`src/rtl/mcdt_arbiter_if.sv`:
```
// Channel-FIFO and output-port signals of the mcdt output arbiter.
// master: arbiter side; slave: channel FIFOs, config and downstream side.
interface mcdt_arbiter_if #(
  parameter int unsigned DW = 32
);
  logic          ch0_req_i;
  logic          ch1_req_i;
  logic          ch2_req_i;
  logic [DW-1:0] ch0_data_i;
  logic [DW-1:0] ch1_data_i;
  logic [DW-1:0] ch2_data_i;
  logic          ch0_ack_o;
  logic          ch1_ack_o;
  logic          ch2_ack_o;
  logic          cfg_ch0_en_i;
  logic          cfg_ch1_en_i;
  logic          cfg_ch2_en_i;
  logic [1:0]    cfg_ch0_prio_i;
  logic [1:0]    cfg_ch1_prio_i;
  logic [1:0]    cfg_ch2_prio_i;
  logic [DW-1:0] a_data_o;
  logic          a_val_o;
  logic [1:0]    a_id_o;
  logic          a_ready_i;

  modport master (
    input  ch0_req_i, ch1_req_i, ch2_req_i,
    input  ch0_data_i, ch1_data_i, ch2_data_i,
    output ch0_ack_o, ch1_ack_o, ch2_ack_o,
    input  cfg_ch0_en_i, cfg_ch1_en_i, cfg_ch2_en_i,
    input  cfg_ch0_prio_i, cfg_ch1_prio_i, cfg_ch2_prio_i,
    output a_data_o, a_val_o, a_id_o,
    input  a_ready_i
  );

  modport slave (
    output ch0_req_i, ch1_req_i, ch2_req_i,
    output ch0_data_i, ch1_data_i, ch2_data_i,
    input  ch0_ack_o, ch1_ack_o, ch2_ack_o,
    output cfg_ch0_en_i, cfg_ch1_en_i, cfg_ch2_en_i,
    output cfg_ch0_prio_i, cfg_ch1_prio_i, cfg_ch2_prio_i,
    input  a_data_o, a_val_o, a_id_o,
    output a_ready_i
  );
endinterface

```
`src/rtl/mcdt_arbiter.sv`:
```
// mcdt output arbiter: strict-priority selection of three channel FIFOs with
// round-robin tie-breaking, feeding a registered valid/ready output slot.
module mcdt_arbiter #(
  parameter int unsigned DW = 32
) (
  input  logic           clk,
  input  logic           rstn,
  mcdt_arbiter_if.master bus_if
);

  localparam int unsigned NCH = 3;
  localparam int unsigned IDW = 2;
  localparam int unsigned PW  = 2;

  typedef enum logic {
    SLOT_EMPTY = 1'b0,
    SLOT_FULL  = 1'b1
  } slot_e;

  slot_e           slot_q, slot_d;
  logic [DW-1:0]   data_q, data_d;
  logic [IDW-1:0]  id_q, id_d;
  logic [IDW-1:0]  last_q, last_d;

  logic [NCH-1:0]  req;
  logic [NCH-1:0]  en;
  logic [NCH-1:0]  elig;
  logic [NCH-1:0]  ack_c;
  logic [PW-1:0]   prio [NCH];
  logic [DW-1:0]   data [NCH];

  logic            open_c;
  logic [PW-1:0]   min_prio;
  logic            win_vld;
  logic [IDW-1:0]  win_id;
  logic [IDW-1:0]  scan;

  // Mod-3 successor of a channel id; the value 3 is never produced.
  function automatic logic [IDW-1:0] next_id(input logic [IDW-1:0] id);
    return (id >= IDW'(NCH - 1)) ? '0 : id + IDW'(1);
  endfunction

  assign req     = {bus_if.ch2_req_i, bus_if.ch1_req_i, bus_if.ch0_req_i};
  assign en      = {bus_if.cfg_ch2_en_i, bus_if.cfg_ch1_en_i, bus_if.cfg_ch0_en_i};
  assign elig    = req & en;
  assign prio[0] = bus_if.cfg_ch0_prio_i;
  assign prio[1] = bus_if.cfg_ch1_prio_i;
  assign prio[2] = bus_if.cfg_ch2_prio_i;
  assign data[0] = bus_if.ch0_data_i;
  assign data[1] = bus_if.ch1_data_i;
  assign data[2] = bus_if.ch2_data_i;

  assign open_c = (slot_q == SLOT_EMPTY) || bus_if.a_ready_i;

  // Best (numerically lowest) priority among eligible channels.
  always_comb begin
    min_prio = '1;
    for (int i = 0; i < int'(NCH); i++) begin
      if (elig[i] && (prio[i] < min_prio)) begin
        min_prio = prio[i];
      end
    end
  end

  // Rotate from the channel after the last winner; first match at min_prio wins.
  always_comb begin
    win_vld = 1'b0;
    win_id  = '0;
    scan    = last_q;
    for (int k = 0; k < int'(NCH); k++) begin
      scan = next_id(scan);
      if (!win_vld && elig[scan] && (prio[scan] == min_prio)) begin
        win_vld = 1'b1;
        win_id  = scan;
      end
    end
  end

  // Pop strobe for the winner, only when the slot can take it and not in reset.
  always_comb begin
    ack_c = '0;
    if (open_c && win_vld && !rstn) begin
      ack_c[win_id] = 1'b1;
    end
  end

  // Output slot next state: load winner, drain to empty, or hold under backpressure.
  always_comb begin
    slot_d = slot_q;
    data_d = data_q;
    id_d   = id_q;
    last_d = last_q;
    if (open_c) begin
      if (win_vld) begin
        slot_d = SLOT_FULL;
        data_d = data[win_id];
        id_d   = win_id;
        last_d = win_id;
      end else begin
        slot_d = SLOT_EMPTY;
      end
    end
  end

  always_ff @(posedge clk or posedge rstn) begin
    if (rstn) begin
      slot_q <= SLOT_EMPTY;
      data_q <= '0;
      id_q   <= '0;
      last_q <= IDW'(NCH - 1);
    end else begin
      slot_q <= slot_d;
      data_q <= data_d;
      id_q   <= id_d;
      last_q <= last_d;
    end
  end

  assign bus_if.ch0_ack_o = ack_c[0];
  assign bus_if.ch1_ack_o = ack_c[1];
  assign bus_if.ch2_ack_o = ack_c[2];
  assign bus_if.a_val_o   = (slot_q == SLOT_FULL);
  assign bus_if.a_data_o  = data_q;
  assign bus_if.a_id_o    = id_q;

endmodule

```
`src/flat_wrapper.sv`:
```
// flat-port wrapper written by rule: the top's interface ports become plain ports
module mcdt_arbiter_flat 
#(
  parameter int unsigned DW = 32
)
  (clk, rstn, bus_if_ch0_req_i, bus_if_ch1_req_i, bus_if_ch2_req_i, bus_if_ch0_data_i, bus_if_ch1_data_i, bus_if_ch2_data_i, bus_if_ch0_ack_o, bus_if_ch1_ack_o, bus_if_ch2_ack_o, bus_if_cfg_ch0_en_i, bus_if_cfg_ch1_en_i, bus_if_cfg_ch2_en_i, bus_if_cfg_ch0_prio_i, bus_if_cfg_ch1_prio_i, bus_if_cfg_ch2_prio_i, bus_if_a_data_o, bus_if_a_val_o, bus_if_a_id_o, bus_if_a_ready_i);
  mcdt_arbiter_if #(.DW(DW)) bus_if_i ();
  input  logic clk;
  input  logic rstn;
  input wire logic [$bits(bus_if_i.ch0_req_i)-1:0] bus_if_ch0_req_i;
  input wire logic [$bits(bus_if_i.ch1_req_i)-1:0] bus_if_ch1_req_i;
  input wire logic [$bits(bus_if_i.ch2_req_i)-1:0] bus_if_ch2_req_i;
  input wire logic [$bits(bus_if_i.ch0_data_i)-1:0] bus_if_ch0_data_i;
  input wire logic [$bits(bus_if_i.ch1_data_i)-1:0] bus_if_ch1_data_i;
  input wire logic [$bits(bus_if_i.ch2_data_i)-1:0] bus_if_ch2_data_i;
  output wire logic [$bits(bus_if_i.ch0_ack_o)-1:0] bus_if_ch0_ack_o;
  output wire logic [$bits(bus_if_i.ch1_ack_o)-1:0] bus_if_ch1_ack_o;
  output wire logic [$bits(bus_if_i.ch2_ack_o)-1:0] bus_if_ch2_ack_o;
  input wire logic [$bits(bus_if_i.cfg_ch0_en_i)-1:0] bus_if_cfg_ch0_en_i;
  input wire logic [$bits(bus_if_i.cfg_ch1_en_i)-1:0] bus_if_cfg_ch1_en_i;
  input wire logic [$bits(bus_if_i.cfg_ch2_en_i)-1:0] bus_if_cfg_ch2_en_i;
  input wire logic [$bits(bus_if_i.cfg_ch0_prio_i)-1:0] bus_if_cfg_ch0_prio_i;
  input wire logic [$bits(bus_if_i.cfg_ch1_prio_i)-1:0] bus_if_cfg_ch1_prio_i;
  input wire logic [$bits(bus_if_i.cfg_ch2_prio_i)-1:0] bus_if_cfg_ch2_prio_i;
  output wire logic [$bits(bus_if_i.a_data_o)-1:0] bus_if_a_data_o;
  output wire logic [$bits(bus_if_i.a_val_o)-1:0] bus_if_a_val_o;
  output wire logic [$bits(bus_if_i.a_id_o)-1:0] bus_if_a_id_o;
  input wire logic [$bits(bus_if_i.a_ready_i)-1:0] bus_if_a_ready_i;
  assign bus_if_i.ch0_req_i = bus_if_ch0_req_i;
  assign bus_if_i.ch1_req_i = bus_if_ch1_req_i;
  assign bus_if_i.ch2_req_i = bus_if_ch2_req_i;
  assign bus_if_i.ch0_data_i = bus_if_ch0_data_i;
  assign bus_if_i.ch1_data_i = bus_if_ch1_data_i;
  assign bus_if_i.ch2_data_i = bus_if_ch2_data_i;
  assign bus_if_ch0_ack_o = bus_if_i.ch0_ack_o;
  assign bus_if_ch1_ack_o = bus_if_i.ch1_ack_o;
  assign bus_if_ch2_ack_o = bus_if_i.ch2_ack_o;
  assign bus_if_i.cfg_ch0_en_i = bus_if_cfg_ch0_en_i;
  assign bus_if_i.cfg_ch1_en_i = bus_if_cfg_ch1_en_i;
  assign bus_if_i.cfg_ch2_en_i = bus_if_cfg_ch2_en_i;
  assign bus_if_i.cfg_ch0_prio_i = bus_if_cfg_ch0_prio_i;
  assign bus_if_i.cfg_ch1_prio_i = bus_if_cfg_ch1_prio_i;
  assign bus_if_i.cfg_ch2_prio_i = bus_if_cfg_ch2_prio_i;
  assign bus_if_a_data_o = bus_if_i.a_data_o;
  assign bus_if_a_val_o = bus_if_i.a_val_o;
  assign bus_if_a_id_o = bus_if_i.a_id_o;
  assign bus_if_i.a_ready_i = bus_if_a_ready_i;
  mcdt_arbiter #(.DW(DW)) u_core (.clk(clk), .rstn(rstn), .bus_if(bus_if_i));
endmodule
```
`config.mk`:
```
export PLATFORM = sky130hd
export DESIGN_NAME = mcdt_arbiter_flat
export DESIGN_NICKNAME = d
export VERILOG_FILES = /design/src/rtl/mcdt_arbiter_if.sv /design/src/rtl/mcdt_arbiter.sv /design/src/flat_wrapper.sv
export SDC_FILE = /design/constraint.sdc
export NUM_CORES = 1
export LEC_CHECK = 0
export ABC_AREA = 1
export CORE_ASPECT_RATIO = 1.5
export CORE_MARGIN = 1.5
export CORE_UTILIZATION = 25
export CTS_BUF_LIST = sky130_fd_sc_hd__clkbuf_4
export DETAILED_ROUTE_END_ITERATION = 12
export PLACE_DENSITY = 0.58
export SYNTH_ARGS = -nofsm -noshare
export SYNTH_HDL_FRONTEND = slang
export SYNTH_SLANG_ARGS = --single-unit
```
`constraint.sdc`:
```
create_clock -name clk -period 5.1 [get_ports clk]
set_input_delay 0.51 -clock clk [delete_from_list [all_inputs] [get_ports clk]]
set_output_delay 0.51 -clock clk [all_outputs]
set_load 0.02 [all_outputs]
```
==> results.txt, run 1 <==
Slew @ Worst Pin: 0.501 ns
Final HPWL DP: 7760 um
RSZ-0062 raised after global routing: no
Routed wire length: 10,500 um
Final Hold Fails: 0
Worst Hold Launch: u_core.bus_if.a_data_o[27]
Area leader, netlist: dfrtp_1
Num Clock Sinks: 36
DR iter-0 viols: 101
Final-report max-slew violation count: 0
Ports: 149
Initial Utilization: 0.258
Number of remaining DRC errors: 0
Hold Path Class: reg -> reg
Global-route wire length before repair: 16,800 um
Clock buffer count from CTS: 5
Leak: 2.03 nW
DR vias/cell: 4.66
Power Density: 613 nW/um2
Worst Skew: 0.0135 ns
Die width: 90.1 um
Setup TNS: 0 ns
Placeable Area: 11,100 um2
Antenna violations before repair: 1
Met1 usage: 0.189
Worst path required time: 4.59 ns
Nets: 663
CP Launch Type: primary input
Post-synth ARST share: 1.00
DR vias: 3,259
Met2 Usage GRT: 0.334
Top-area cell type share of the netlist area: 0.308
Detailed-router iteration count before antenna repair: 4
Synth Area per Inst: 6.96 um2
Headroom to the max-slew limit: 0.666
Post-DR wirelength/cell: 15.0 um
Htree depth: 2
Synth top cells by count: nand2_1, nand3_1, nor2_1
Largest net degree at the start of global routing: 37
Synth cell types: 31
Clock buffer depth: 2
Clk root buf: clkbuf_4
Mapped cell area: 2850 um2
MaxCap Viol Count: 0
I/O Buffers: 148
Min Tclk post-route: 4.68 ns
Post-CTS Repair Setup Buffers: 0
Synth Flop Type: dfrtp_1
Data arrival, critical path: 4.17 ns
Die height: 134 um
WS Path Type: in -> out
PostCTS Resize Cnt: 0
CP Capture Type: primary output
R2r startpoint: u_core.last_q[0]
GP Congestion: 0.825
Grt met3 use: 0.0360
Top-count cell post-synth: nand2_1
Register area share after synthesis: 0.317
DP Cell Count: 690
CP startpoint: bus_if_ch0_req_i
Status: complete, no violations
GRT overflow: 0
Synth warnings: 0
Fmax: 214 MHz
Peak supply drop: 0.256 mV
Final non-filler cell total: 699
Global Route Usage Sum: 0.177
Layout cell share with drive strength beyond 1: 0.162
Setup violations, final: 0
Max Fanout on Critical Path: 15
Most Used Layer, Global Route: met2
Synth Register Bits: 36
EDFF count, synth: 0
Top cells by area, synth: dfrtp_1, nand2_1, a21oi_2
Row count: 47
Die ar.: 12,100 um2
Number of hold buffers added after cts: 0
Fin crit share: 0.918
TritonCTS clock tree: built
Area Overhead vs Synth: 57.7%
DRT antenna net count: 0
Clock transition at path regs: 0.11 ns
Cell count after synthesis: 409
Vias in the first global route: 3,226
Syn_nets: 522
Clock Latency Late Sink: 0.36 ns
[state kept, by name, summed over array words and instances, names as in the netlist]
name,cells
u_core.last_q,2
u_core.bus_if.a_id_o,1
u_core.bus_if.a_val_o,1
u_core.bus_if.a_data_o,32
[final cells by class]
class	instances	area [um2]
fillers	1202	6570
multi-input cells	327	1690
repair buffers	156	1540
flip-flops and latches	36	902
well taps	147	184
inverters	24	92.6
clock buffers	6	45.0
clock inverters	2	35.0
diodes	1	2.50
[kinds of logic after synthesis]
group,Yosys count,share of synthesized area
AO/OA/AOI/OAI,81,0.185
XOR/XNOR,1,0.00571
adder cells (fa/ha/maj),2,0.00879
buffers and inverters,46,0.0914
flip-flops,36,0.317
AND/OR/NAND/NOR,243,0.392
[layout by cell type (no fill, tap or decap)]
| cell | n |
|---|---|
| clkdlybuf4s50_1 | 148 |
| nand2_1 | 111 |
| nand3_1 | 47 |
| nor2_1 | 44 |
| a21oi_1 | 41 |
| dfrtp_1 | 35 |
| a21oi_2 | 29 |
| nand2_2 | 21 |
| inv_1 | 15 |
| buf_4 | 8 |
| nor2_2 | 6 |
| inv_2 | 6 |
| clkbuf_4 | 6 |
| o22ai_1 | 4 |
| o21ai_1 | 4 |
| nand2_4 | 4 |
| nand3_2 | 2 |
| nor3_1 | 2 |
| nand3b_1 | 2 |
| clkinv_1 | 2 |
| ha_1 | 2 |
| diode_2 | 1 |
| xor2_2 | 1 |
| o21ai_0 | 1 |
| a221oi_1 | 1 |
| or2_1 | 1 |
| o221ai_1 | 1 |
| nand4_4 | 1 |
| nand4_1 | 1 |
| inv_4 | 1 |
| nor3_2 | 1 |
| bufinv_16 | 1 |
| clkinv_2 | 1 |
| dfstp_2 | 1 |
[report_power, final]
part	internal [mW]	leakage, nW	switching (mW)
registers	0.440	0.405	0.0766
clock network	0.108	0.0457	0.104
logic	0.785	1.58	1.24
[critical path: stages]
cell and delay, ns:
clkdlybuf4s50_1 0.49, nand2_1 0.13, nor2_1 0.12, ha_1 0.24
nand2_2 0.08, nand2_2 0.06, o21ai_1 0.16, inv_1 0.09
ha_1 0.20, nor2_2 0.21, nand2_2 0.12, nand2_2 0.09
nand2_2 0.07, nand2_1 0.06, nand2_1 0.07, nor2_2 0.15
nand3_1 0.11, nand2_1 0.09, clkinv_1 0.10, nand2_4 0.19
inv_2 0.05, nor2_1 0.12, clkdlybuf4s50_1 0.62
[path summary, 6_finish.rpt]
path | end | slack (ns) | depth (start not counted)
setup / recovery | bus_if_ch2_ack_o | 0.42 | 23
hold / removal | u_core.bus_if.a_data_o[27] | 0.52 | 2
setup reg to reg | u_core.bus_if.a_data_o[4] | 2.16 | 14
hold reg to reg | u_core.bus_if.a_data_o[27] | 0.52 | 2
max in group asynchronous | u_core.bus_if.a_data_o[30] | 4.16 | 3
min in group asynchronous | u_core.bus_if.a_data_o[13] | 0.58 | 3
[metal layers]
layer	routed length [um]	vias to the layer above
met5	0	-
met4	322	0
met3	546	20
met2	5570	104
met1	4040	1512
li1	-	1623
[per-stage QoR]
step                setup WS, ns  total power [mW]  utilization  hold slack (ns)  instance area (um2)
floorplan                   1.50              1.96            -            0.566                 2850
global placement           0.472              2.54        0.398            0.488                 4410
detailed placement         0.339              2.57        0.398            0.494                 4410
CTS                        0.347              2.79        0.406            0.530                 4490
global route              0.0904              3.00        0.406            0.546                 4490
finish                     0.420              2.75        0.406            0.524                 4490
No activity file was read; power rests on OpenSTA's default activity.
==> run 2: changes to the inputs <==
PLACE_DENSITY = default   (was 0.58)
PLACE_DENSITY_LB_ADDON = 0.15   (was default)
==> results.txt, run 2 (same netlist as run 1, synthesis figures left out) <==
Clk root buf: clkbuf_4 (unchanged)
Largest net degree at the start of global routing: 37 (unchanged)
GP Congestion: 0.830 (was 0.825)
TritonCTS clock tree: built (unchanged)
Peak supply drop: 0.242 mV (was 0.256 mV)
Worst Skew: 0.0256 ns (was 0.0135 ns)
DR vias: 3,244 (was 3,259)
PostCTS Resize Cnt: 0 (unchanged)
Power Total: 2.77 mW (was 2.75 mW)
Fin crit share: 0.924 (was 0.918)
Number of hold buffers added after cts: 0 (unchanged)
Final-report max-slew violation count: 0 (unchanged)
Clock transition at path regs: 0.15 ns (was 0.11 ns)
Post-CTS Repair Setup Buffers: 0 (unchanged)
DR vias/cell: 4.63 (was 4.66)
Clock buffer depth: 2 (unchanged)
I/O Buffers: 148 (unchanged)
CP Capture Type: primary output (unchanged)
Final Hold Fails: 0 (unchanged)
Num Clock Sinks: 36 (unchanged)
Clock buffer count from CTS: 5 (unchanged)
Hold Path Class: reg -> reg (unchanged)
Layout cell share with drive strength beyond 1: 0.161 (was 0.162)
Final HPWL DP: 8090 um (was 7760 um)
Detailed-router iteration count before antenna repair: 4 (unchanged)
Critical Path Most Common Cell: nand2_2 (unchanged)
Die ar.: 12,100 um2 (unchanged)
GRT overflow: 0 (unchanged)
Placeable Area: 11,100 um2 (unchanged)
Highest-count cells in the layout ignoring fill and taps: clkdlybuf4s50_1, nand2_1, nand3_1 (unchanged)
CP cell instances: clkdlybuf4s50_1 > nand2_1 > nor2_1 > ha_1 > nand2_2 > nand2_2 > o21ai_1 > inv_1 > ha_1 > nor2_1 > nand2_2 > nand2_2 > nand2_2 > xor2_2 > nand2_4 > nand2_2 > nand2_2 > nand2_4 > nand2_4 > nor3_2 > clkdlybuf4s50_1 (was clkdlybuf4s50_1 > nand2_1 > nor2_1 > ha_1 > nand2_2 > nand2_2 > o21ai_1 > inv_1 > ha_1 > nor2_2 > nand2_2 > nand2_2 > nand2_2 > nand2_1 > nand2_1 > nor2_2 > nand3_1 > nand2_1 > clkinv_1 > nand2_4 > inv_2 > nor2_1 > clkdlybuf4s50_1)
Most common cell after layout, fill and taps aside: clkdlybuf4s50_1 (unchanged)
Headroom to the max-slew limit: 0.669 (was 0.666)
CP max stage delay: 0.62 ns (about the same)
RSZ-0062 raised after global routing: no (unchanged)
Leak: 2.03 nW (about the same)
Fmax: 212 MHz (was 214 MHz)
Number of remaining DRC errors: 0 (unchanged)
Htree depth: 2 (unchanged)
Die width: 90.1 um (unchanged)
Antenna violations before repair: 2 (was 1)
Data arrival, critical path: 4.20 ns (was 4.17 ns)
Status: complete, no violations (unchanged)
Clock Latency Late Sink: 0.38 ns (was 0.36 ns)
WS Path Type: in -> out (unchanged)
Routed wire length: 10,700 um (was 10,500 um)
DRT antenna net count: 0 (unchanged)
CP Launch Type: primary input (unchanged)
Ports: 149 (unchanged)
Worst path slowest cell: clkdlybuf4s50_1 (unchanged)
Vias in the first global route: 3,214 (was 3,226)
Setup TNS: 0 ns (unchanged)
Initial Utilization: 0.258 (unchanged)
Power Density: 616 nW/um2 (was 613 nW/um2)
Slew @ Worst Pin: 0.497 ns (was 0.501 ns)
Nets: 664 (was 663)
Row count: 47 (unchanged)
Die height: 134 um (unchanged)
Max reg flops: 32 (unchanged)
DR iter-0 viols: 122 (was 101)
Global Route Usage Sum: 0.178 (was 0.177)
Global-route wire length before repair: 16,900 um (was 16,800 um)
Area Overhead vs Synth: 58.1% (was 57.7%)
Post-DR wirelength/cell: 15.2 um (was 15.0 um)
MaxCap Viol Count: 0 (unchanged)
Worst path required time: 4.59 ns (about the same)
Max Fanout on Critical Path: 20 (was 15)
Setup violations, final: 0 (unchanged)
Min Tclk post-route: 4.71 ns (was 4.68 ns)
[run 2: worst paths after layout]
kind | start | to | slack [ns] | cells after the start
max in group asynchronous | rstn | u_core.bus_if.a_data_o[24] | 4.16 | 3
max | bus_if_ch0_req_i | bus_if_ch0_ack_o | 0.39 | 21
min | u_core.bus_if.a_id_o[1] | u_core.bus_if.a_id_o[1] | 0.51 | 2
max reg2reg | u_core.last_q[1] | u_core.bus_if.a_data_o[5] | 2.19 | 17
min in group asynchronous | rstn | u_core.bus_if.a_data_o[15] | 0.57 | 3
min reg2reg | u_core.bus_if.a_id_o[1] | u_core.bus_if.a_id_o[1] | 0.51 | 2
[run 2: worst max-delay path: cells and delay by family]
family	cells	cell delay, ns
compound gates	1	0.15
xor+xnor	1	0.20
fa+ha+maj	2	0.42
buf+inv	3	1.21
simple gates	14	1.70
[run 2: layout make-up]
type / count / area (um2)
fill: 1222 / 6550
multi-input combinational: 327 / 1690
timing repair buffer: 157 / 1550
sequential: 36 / 902
tap: 147 / 184
inverter: 24 / 92.6
clock inverter: 3 / 46.3
clock buffer: 5 / 37.5
antenna: 2 / 5.00
[run 2: metal layers]
metal  vias up  GRT usage  wire (um)
met4         0     0.0626        176
met3        11     0.0297        517
li1       1622          -          -
met5         -          0          0
met2       100      0.337       5810
met1      1511      0.197       4170
[run 2: per-stage QoR]
step                hold WS (ns)  area, um2  utilization  std cells  worst slack (ns)
detailed placement         0.466       4410        0.399        691             0.371
global route               0.531       4500        0.407        701             0.115
finish                     0.510       4500        0.407        701             0.386
floorplan                  0.566       2850            -        409              1.50
CTS                        0.512       4500        0.407        699             0.367
global placement           0.487       4410        0.399        691             0.450
[run 2: power by group]
group	switching, mW	total, mW	internal [mW]	leakage (nW)
Sequential	0.0802	0.521	0.440	0.405
Combinational	1.25	2.03	0.786	1.58
Clock	0.116	0.220	0.105	0.0418
==> run 3: changes to the inputs <==
SKIP_CTS_REPAIR_TIMING = 1   (was default)
==> results of run 3 <==
The final DEF is identical to that of run 2; final timing and power are the same.
